<file path="config.mk">
export PLATFORM = sky130hd
export DESIGN_NAME = mem_port_arbiter_flat
export DESIGN_NICKNAME = d
export VERILOG_FILES = /design/src/rtl/mem_port_arbiter_if.sv /design/src/rtl/mem_port_arbiter.sv /design/src/flat_wrapper.sv
export SDC_FILE = /design/constraint.sdc
export NUM_CORES = 1
export LEC_CHECK = 0
export CELL_PAD_IN_SITES_DETAIL_PLACEMENT = 0
export CELL_PAD_IN_SITES_GLOBAL_PLACEMENT = 1
export CORE_AREA = 4 4 250 252
export DETAILED_ROUTE_END_ITERATION = 16
export DIE_AREA = 0 0 254 256
export PLACE_DENSITY_LB_ADDON = 0.3
export SYNTH_ARGS = -nofsm -noshare
export SYNTH_HDL_FRONTEND = slang
export SYNTH_SLANG_ARGS = --single-unit
</file>
<file path="constraint.sdc">
create_clock -name clk -period 3.4 [get_ports clk]
set_input_delay 1.02 -clock clk [delete_from_list [all_inputs] [get_ports clk]]
set_output_delay 1.02 -clock clk [all_outputs]
set_load 0.05 [all_outputs]
</file>
<file path="src/rtl/mem_port_arbiter_if.sv">
// Bundle of the fetch/LSU request ports, the memory port and the arbiter status lines.
// Requests are levels held until the matching one-cycle gnt; rvalid qualifies rdata for one cycle.
interface mem_port_arbiter_if;
    logic        fetch_ren;
    logic [63:0] fetch_raddr;
    logic        fetch_gnt;
    logic        fetch_rvalid;
    logic [63:0] fetch_rdata;
    logic        lsu_ren;
    logic [63:0] lsu_raddr;
    logic        lsu_wen;
    logic [63:0] lsu_waddr;
    logic [63:0] lsu_wdata;
    logic        lsu_gnt;
    logic        lsu_rvalid;
    logic [63:0] lsu_rdata;
    logic        mem_ren;
    logic [63:0] mem_raddr;
    logic        mem_rvalid;
    logic [63:0] mem_rdata;
    logic        mem_wen;
    logic [63:0] mem_waddr;
    logic [63:0] mem_wdata;
    logic        busy;
    logic        timeout_err;

    modport slave (
        input  fetch_ren, fetch_raddr, lsu_ren, lsu_raddr, lsu_wen, lsu_waddr, lsu_wdata,
               mem_rvalid, mem_rdata,
        output fetch_gnt, fetch_rvalid, fetch_rdata, lsu_gnt, lsu_rvalid, lsu_rdata,
               mem_ren, mem_raddr, mem_wen, mem_waddr, mem_wdata, busy, timeout_err
    );

    modport master (
        output fetch_ren, fetch_raddr, lsu_ren, lsu_raddr, lsu_wen, lsu_waddr, lsu_wdata,
               mem_rvalid, mem_rdata,
        input  fetch_gnt, fetch_rvalid, fetch_rdata, lsu_gnt, lsu_rvalid, lsu_rdata,
               mem_ren, mem_raddr, mem_wen, mem_waddr, mem_wdata, busy, timeout_err
    );
endinterface

</file>
<file path="src/rtl/mem_port_arbiter.sv">
// Arbitrates a fetch read port and an LSU read/write port onto one memory port.
// LSU writes win outright; competing reads alternate via a round-robin pointer.
module mem_port_arbiter #(
    parameter int TIMEOUT = 64,
    parameter int TO_BITS = $clog2(TIMEOUT) + 1
) (
    input  logic               clk,
    input  logic               rst,
    mem_port_arbiter_if.slave  bus
);

    typedef enum logic [1:0] {IDLE, RD_FETCH, RD_LSU, WR} state_t;

    state_t             r_state;
    state_t             w_next;
    logic               r_lsu_pref;
    logic [TO_BITS-1:0] r_cnt;
    logic [63:0]        r_raddr;
    logic [63:0]        r_waddr;
    logic [63:0]        r_wdata;

    logic w_pick_wr;
    logic w_pick_lsu_rd;
    logic w_pick_fetch_rd;
    logic w_in_rd;
    logic w_first;
    logic w_sample;
    logic w_expire;

    assign w_pick_wr       = bus.lsu_wen;
    assign w_pick_lsu_rd   = !bus.lsu_wen && bus.lsu_ren && (r_lsu_pref || !bus.fetch_ren);
    assign w_pick_fetch_rd = !bus.lsu_wen && bus.fetch_ren && (!r_lsu_pref || !bus.lsu_ren);

    // The counter is zero only in the first RD cycle, which doubles as the grant/strobe cycle.
    assign w_in_rd  = (r_state == RD_FETCH) || (r_state == RD_LSU);
    assign w_first  = (r_cnt == '0);
    assign w_sample = w_in_rd && !w_first && bus.mem_rvalid;
    assign w_expire = w_in_rd && !w_sample && (r_cnt == TO_BITS'(TIMEOUT - 1));

    assign bus.fetch_rdata = bus.mem_rdata;
    assign bus.lsu_rdata   = bus.mem_rdata;
    assign bus.mem_raddr   = r_raddr;
    assign bus.mem_waddr   = r_waddr;
    assign bus.mem_wdata   = r_wdata;
    assign bus.busy        = (r_state != IDLE);

    always_comb begin
        w_next           = r_state;
        bus.fetch_gnt    = 1'b0;
        bus.fetch_rvalid = 1'b0;
        bus.lsu_gnt      = 1'b0;
        bus.lsu_rvalid   = 1'b0;
        bus.mem_ren      = 1'b0;
        bus.mem_wen      = 1'b0;
        bus.timeout_err  = 1'b0;
        case (r_state)
            IDLE: begin
                if (w_pick_wr)            w_next = WR;
                else if (w_pick_lsu_rd)   w_next = RD_LSU;
                else if (w_pick_fetch_rd) w_next = RD_FETCH;
            end
            RD_FETCH: begin
                bus.fetch_gnt    = w_first;
                bus.mem_ren      = w_first;
                bus.fetch_rvalid = w_sample;
                bus.timeout_err  = w_expire;
                if (w_sample || w_expire) w_next = IDLE;
            end
            RD_LSU: begin
                bus.lsu_gnt     = w_first;
                bus.mem_ren     = w_first;
                bus.lsu_rvalid  = w_sample;
                bus.timeout_err = w_expire;
                if (w_sample || w_expire) w_next = IDLE;
            end
            WR: begin
                bus.lsu_gnt = 1'b1;
                bus.mem_wen = 1'b1;
                w_next      = IDLE;
            end
            default: w_next = IDLE;
        endcase
    end

    always_ff @(posedge clk) begin
        if (!rst) begin
            r_state    <= IDLE;
            r_lsu_pref <= 1'b1;
            r_cnt      <= '0;
            r_raddr    <= '0;
            r_waddr    <= '0;
            r_wdata    <= '0;
        end else begin
            r_state <= w_next;
            if (r_state == IDLE) begin
                r_cnt <= '0;
                if (w_pick_wr) begin
                    r_waddr    <= bus.lsu_waddr;
                    r_wdata    <= bus.lsu_wdata;
                    r_lsu_pref <= 1'b0;
                end else if (w_pick_lsu_rd) begin
                    r_raddr    <= bus.lsu_raddr;
                    r_lsu_pref <= 1'b0;
                end else if (w_pick_fetch_rd) begin
                    r_raddr    <= bus.fetch_raddr;
                    r_lsu_pref <= 1'b1;
                end
            end else if (w_in_rd) begin
                r_cnt <= r_cnt + 1'b1;
            end
        end
    end

endmodule

</file>
<file path="src/flat_wrapper.sv">
// flat-port wrapper written by rule: the top's interface ports become plain ports
module mem_port_arbiter_flat 
#(
    parameter int TIMEOUT = 64,
    parameter int TO_BITS = $clog2(TIMEOUT) + 1
)
  (clk, rst, bus_fetch_ren, bus_fetch_raddr, bus_lsu_ren, bus_lsu_raddr, bus_lsu_wen, bus_lsu_waddr, bus_lsu_wdata, bus_mem_rvalid, bus_mem_rdata, bus_fetch_gnt, bus_fetch_rvalid, bus_fetch_rdata, bus_lsu_gnt, bus_lsu_rvalid, bus_lsu_rdata, bus_mem_ren, bus_mem_raddr, bus_mem_wen, bus_mem_waddr, bus_mem_wdata, bus_busy, bus_timeout_err);
  mem_port_arbiter_if bus_i ();
  input  logic clk;
  input  logic rst;
  input wire logic [$bits(bus_i.fetch_ren)-1:0] bus_fetch_ren;
  input wire logic [$bits(bus_i.fetch_raddr)-1:0] bus_fetch_raddr;
  input wire logic [$bits(bus_i.lsu_ren)-1:0] bus_lsu_ren;
  input wire logic [$bits(bus_i.lsu_raddr)-1:0] bus_lsu_raddr;
  input wire logic [$bits(bus_i.lsu_wen)-1:0] bus_lsu_wen;
  input wire logic [$bits(bus_i.lsu_waddr)-1:0] bus_lsu_waddr;
  input wire logic [$bits(bus_i.lsu_wdata)-1:0] bus_lsu_wdata;
  input wire logic [$bits(bus_i.mem_rvalid)-1:0] bus_mem_rvalid;
  input wire logic [$bits(bus_i.mem_rdata)-1:0] bus_mem_rdata;
  output wire logic [$bits(bus_i.fetch_gnt)-1:0] bus_fetch_gnt;
  output wire logic [$bits(bus_i.fetch_rvalid)-1:0] bus_fetch_rvalid;
  output wire logic [$bits(bus_i.fetch_rdata)-1:0] bus_fetch_rdata;
  output wire logic [$bits(bus_i.lsu_gnt)-1:0] bus_lsu_gnt;
  output wire logic [$bits(bus_i.lsu_rvalid)-1:0] bus_lsu_rvalid;
  output wire logic [$bits(bus_i.lsu_rdata)-1:0] bus_lsu_rdata;
  output wire logic [$bits(bus_i.mem_ren)-1:0] bus_mem_ren;
  output wire logic [$bits(bus_i.mem_raddr)-1:0] bus_mem_raddr;
  output wire logic [$bits(bus_i.mem_wen)-1:0] bus_mem_wen;
  output wire logic [$bits(bus_i.mem_waddr)-1:0] bus_mem_waddr;
  output wire logic [$bits(bus_i.mem_wdata)-1:0] bus_mem_wdata;
  output wire logic [$bits(bus_i.busy)-1:0] bus_busy;
  output wire logic [$bits(bus_i.timeout_err)-1:0] bus_timeout_err;
  assign bus_i.fetch_ren = bus_fetch_ren;
  assign bus_i.fetch_raddr = bus_fetch_raddr;
  assign bus_i.lsu_ren = bus_lsu_ren;
  assign bus_i.lsu_raddr = bus_lsu_raddr;
  assign bus_i.lsu_wen = bus_lsu_wen;
  assign bus_i.lsu_waddr = bus_lsu_waddr;
  assign bus_i.lsu_wdata = bus_lsu_wdata;
  assign bus_i.mem_rvalid = bus_mem_rvalid;
  assign bus_i.mem_rdata = bus_mem_rdata;
  assign bus_fetch_gnt = bus_i.fetch_gnt;
  assign bus_fetch_rvalid = bus_i.fetch_rvalid;
  assign bus_fetch_rdata = bus_i.fetch_rdata;
  assign bus_lsu_gnt = bus_i.lsu_gnt;
  assign bus_lsu_rvalid = bus_i.lsu_rvalid;
  assign bus_lsu_rdata = bus_i.lsu_rdata;
  assign bus_mem_ren = bus_i.mem_ren;
  assign bus_mem_raddr = bus_i.mem_raddr;
  assign bus_mem_wen = bus_i.mem_wen;
  assign bus_mem_waddr = bus_i.mem_waddr;
  assign bus_mem_wdata = bus_i.mem_wdata;
  assign bus_busy = bus_i.busy;
  assign bus_timeout_err = bus_i.timeout_err;
  mem_port_arbiter #(.TIMEOUT(TIMEOUT), .TO_BITS(TO_BITS)) u_core (.clk(clk), .rst(rst), .bus(bus_i));
endmodule
</file>
======== Yosys cells after proc, flatten, opt, wreduce, memory -nomap -nowiden ========
Index checks and enable logic that the tools add are counted.
word-level totals
  flip-flop bits (word level) ............. 202
  logic and storage cells ................. 61
operators by class
  $add $sub $neg .......................... 1
  bitwise gates (word level) .............. 2
  reductions and logical operators ........ 29
  equal/unequal tests ..................... 6
  mux-type cells .......................... 17
operators by type and width
  operator               count
  $mux W64               2
  $mux W1                9
  $logic_and A1 B1 Y1    8
  $mux W2                4
  $add A7 B1 Y7 const B  1
  $eq A7 B6 Y1 const B   1
  $logic_not A7 Y1       1
  $logic_not A1 Y1       6
  $pmux W2 S3            1
  $reduce_and A2 Y1      3
  $eq A2 B2 Y1 const B   2
  $logic_or A1 B1 Y1     4
  $ne A4 B2 Y1 const B   1
  $reduce_bool A2 Y1     2
  $reduce_or A2 Y1       2
  $reduce_and A3 Y1      1
  $reduce_bool A3 Y1     1
  $eq A2 B1 Y1 const B   1
  $logic_not A2 Y1       1
  $ne A2 B1 Y1 const B   1
  $not A1 Y1             2
  $pmux W1 S2            1

======== Logic depth before layout (Yosys ltp) ========
  depth in word-level cells ............... 10
  depth in mapped cells ................... 8
  depth with buffers taken out ............ 6

======== Worst setup path after synthesis ========
Ideal clock, no wire load.
  kind .................................... flip-flop to output port
  start ................................... register u_core.r_state[0]
  end ..................................... output bus_mem_ren
  buffers on the path ..................... 1
  required time ........................... 2.380 ns
  stages on the path, launching flop included .. 6
  arrival time ............................ 1.996 ns
  setup slack ............................. 0.384 ns
  cells stage by stage .................... dfxtp_1 -> inv_1 -> ha_1 -> buf_2 -> inv_1 -> nor3_1
on the way
  word-level cells in the longest chain between the ends .. 3
  elaborated cells between the ends (all ways) .. 4
  classes of those cells .................. eq/ne (2); mux (1); reduce/logical (1)
RTL lines
  what                                          RTL line                RTL
  start, declared                               mem_port_arbiter.sv:14  state_t r_state;
  start signal, assigned                        mem_port_arbiter.sv:94  r_state <= w_next;
  $eq A2 B2 Y1 or $eq A2 B1 Y1 (tied branches)  mem_port_arbiter.sv:56  case (r_state)
  $reduce_or A2 Y1 (no source line) *           n/a
  $mux W1 *                                     mem_port_arbiter.sv:56
  end, declared                                 flat_wrapper.sv:26      output wire logic [$bits(bus_i.mem_ren)-1:0] bus_mem_ren;
Mark *: on every way between the ends. The rest lies on a longest branch, timed or not.

======== Worst setup path in the final report ========
  start ................................... register u_core.r_cnt[2]
  end ..................................... output bus_fetch_gnt
on the way
  word-level cells in the longest chain between the ends .. 2
RTL lines
  what                    RTL line                 RTL
  start, declared         mem_port_arbiter.sv:17   logic [TO_BITS-1:0] r_cnt;
  start signal, assigned  mem_port_arbiter.sv:109  r_cnt <= r_cnt + 1'b1;
  $logic_not A7 Y1        mem_port_arbiter.sv:36   assign w_first = (r_cnt == '0);
  $mux W1                 mem_port_arbiter.sv:56
  end, declared           flat_wrapper.sv:20       output wire logic [$bits(bus_i.fetch_gnt)-1:0] bus_fetch_gnt;
No other way between the ends.

==> results <==
[layer usage]
layer,part of all wire,up-vias
met5,0,-
met2,0.45,454
met1,0.40,3533
met3,0.13,54
met4,0.026,0
li1,-,3964
[sequential cells by signal (all words and copies together) (netlist names)]
name / cells
u_core.bus.mem_raddr: 64
u_core.bus.mem_waddr: 64
u_core.bus.mem_wdata: 64
u_core.r_cnt: 7
u_core.r_lsu_pref: 1
u_core.r_state: 2
[final timing paths]
kind,endpoint,slack (ns)
min reg2reg,u_core.bus.mem_waddr[39],0.45
max,bus_fetch_gnt,0.13
min,u_core.bus.mem_waddr[39],0.45
max reg2reg,u_core.bus.mem_raddr[19],1.48
[area by class of cell]
| type | instances | area [um^2] |
|---|---|---|
| fillers | 6694 | 45800 |
| inverters | 7 | 31.3 |
| clock inverters | 8 | 90.1 |
| diodes | 2 | 5.00 |
| repair buffers | 484 | 4940 |
| flip-flops and latches | 202 | 4040 |
| multi-input cells | 636 | 3390 |
| clock buffers | 43 | 858 |
| well taps | 782 | 978 |
[power by group]
part	internal (W)	switching, W
sequential	0.00284	0.000252
combinational	0.00154	0.00289
clock	0.00187	0.00113
total	0.00625	0.00428
[worst max-delay path, cell delays in order (launching register included)]
cell and delay [ns]:
dfxtp_1 0.36, or4_4 0.56, nor2_1 0.13, and2_1 0.13, dlygate4sd2_1 0.52
[placed cells by master, fill, tap and decap left out, types with 2 or more instances in the layout]
| cell type | netlist | routed |
|---|---|---|
| clkdlybuf4s50_1 | 0 | 454 |
| nand2_1 | 264 | 263 |
| dfxtp_1 | 202 | 202 |
| a21oi_1 | 131 | 131 |
| nor2_1 | 74 | 72 |
| mux2i_1 | 67 | 67 |
| a211oi_1 | 64 | 64 |
| clkbuf_16 | 0 | 29 |
| buf_4 | 131 | 14 |
| buf_12 | 6 | 13 |
| clkbuf_8 | 0 | 8 |
| inv_1 | 7 | 6 |
| clkbuf_1 | 36 | 6 |
| clkinv_2 | 0 | 6 |
| ha_1 | 6 | 5 |
| or3_1 | 4 | 4 |
| nand4_1 | 3 | 3 |
| and2_1 | 4 | 3 |
| o21ai_0 | 3 | 3 |
| xor2_1 | 3 | 3 |
| dlygate4sd2_1 | 0 | 3 |
| diode_2 | 0 | 2 |
| nand2b_1 | 2 | 2 |
| nor3_1 | 2 | 2 |
| bufinv_16 | 0 | 2 |
[through the flow]
step | TNS (ns) | util
CTS | 0 | 0.238
global route | -0.00191 | 0.238
finish | 0 | 0.238
detailed placement | 0 | 0.222
floorplan | 0 | -
global placement | 0 | 0.222
[timing repair]
item                                    in CTS  in global routing
pin swaps                                    0                  0
endpoints found under the setup margin       4                  1
resized for setup                            4                  1
cloned                                       0                  0
[cell families after synthesis]
logic type	count (synthesis)	synth area share
multiplexers	67	0.0763
AND/OR/NAND/NOR	357	0.159
AO/OA/AOI/OAI	202	0.134
adder cells (fa/ha/maj)	6	0.00854
buffers and inverters	207	0.158
XOR/XNOR	4	0.00398
flip-flops	202	0.460
==> run summary <==
status - completed
fraction of registers with async set or reset after synthesis - 0
CTS tree - built
Rows - 90
fin crit share - 0.963
worst reg2reg startpoint - u_core.r_state[0]
maximum vdd ir drop - 0.338 mV
1st-iter DRT viols - 259
Vias - 8,005
Total GRT Usage - 0.101
first-pass GRT wire length - 51,800 um
Synth Cell Area - 0.00879 mm^2
relative slew slack - 0.549
area of the die - 0.0650 mm^2
hpwl dp - 26,600 um
Hold WC Path Type - reg -> reg
dpl ws - 0.324 ns
I/O Pins - 654
Max Root-Sink Buffers - 3
crit path DAT - 2.25 ns
routed wire length - 35,400 um
Die X - 254 um
WP data required - 2.38 ns
WL/cell - 16.3 um
clock skew - 0.00871 ns
largest net degree at the start of global routing - 61
placed cell count - 2,111
busiest grt layer - met2
Fin. Hold Viols - 0
hold buffers post-CTS - 0
DRC - 0
fin cells - 2,164
Post-synth top flop - dfxtp_1
crit path kind - reg -> out
Core ar. - 0.0601 mm^2
H-tree depth - 1
synthesized area per cell - 8.41 um^2
synth top area cells - dfxtp_1 46%, nand2_1 11%, buf_4 11%
YS warnings - 0
depth of the worst register-to-register path - 7
Synth area leader - dfxtp_1
final worst slack - 0.127 ns
worst-margin pin slew - 0.674 ns
critical path launch point type - register
Leak - 5.09 nW
setup violators final - 0
dpl cell area - 0.0134 mm^2
Initial Utilization - 0.146
die height - 256 um
Post-CTS Setup Inserts - 0
Hold Path Depth - 2
global route total overflow - 0
Crit. End Element - output pin
met1 usage - 0.117
Root Driver - clkbuf_16
number of max-cap violations - 0
share of cells above drive strength 1 - 0.0594
TritonRoute pass-1 iters - 4
number of flops mapped to enable cells by yosys - 0
initial antenna violation count - 2
Area Growth Syn to Fin - 62.9%
min cycle time layout - 3.27 ns
HP Start - u_core.bus.mem_waddr[39]
clk_lat worst skew - 0.55 ns
Port Buffers - 461
clock sink count - 202
Peak Freq - 306 MHz
final std cell area, no fill - 0.0143 mm^2
clock-pin slew on the worst setup and hold paths - 0.05 ns
Yosys cell types - 29
crit path from - u_core.r_cnt[2]
max-slew violations - 0
grt met2 use - 0.163
antenna viol nets, final - 0
GP Congestion - 0.731
synthesized flop and latch total - 202
post-synth top area share - 0.460
met3 Track Usage GR - 0.0518
most frequent cells after synthesis - 264 x nand2_1, 202 x dfxtp_1, 131 x a21oi_1, 131 x buf_4, 74 x nor2_1
pwr dens - 735 mW/mm^2
syn nets - 1,377
Via density - 3.70
Seq/Total Area, Yosys - 0.460
count leader, synth - nand2_1
Post-Syn Instances - 1,045
layout net count - 1,691
hold slack - 0.452 ns
TritonCTS Buffers - 28
Crit Path Max Fanout - 6
overall power - 0.0105 W
vias in the first global route - 8,288
Note: power is estimated with default switching activity, not from simulation.
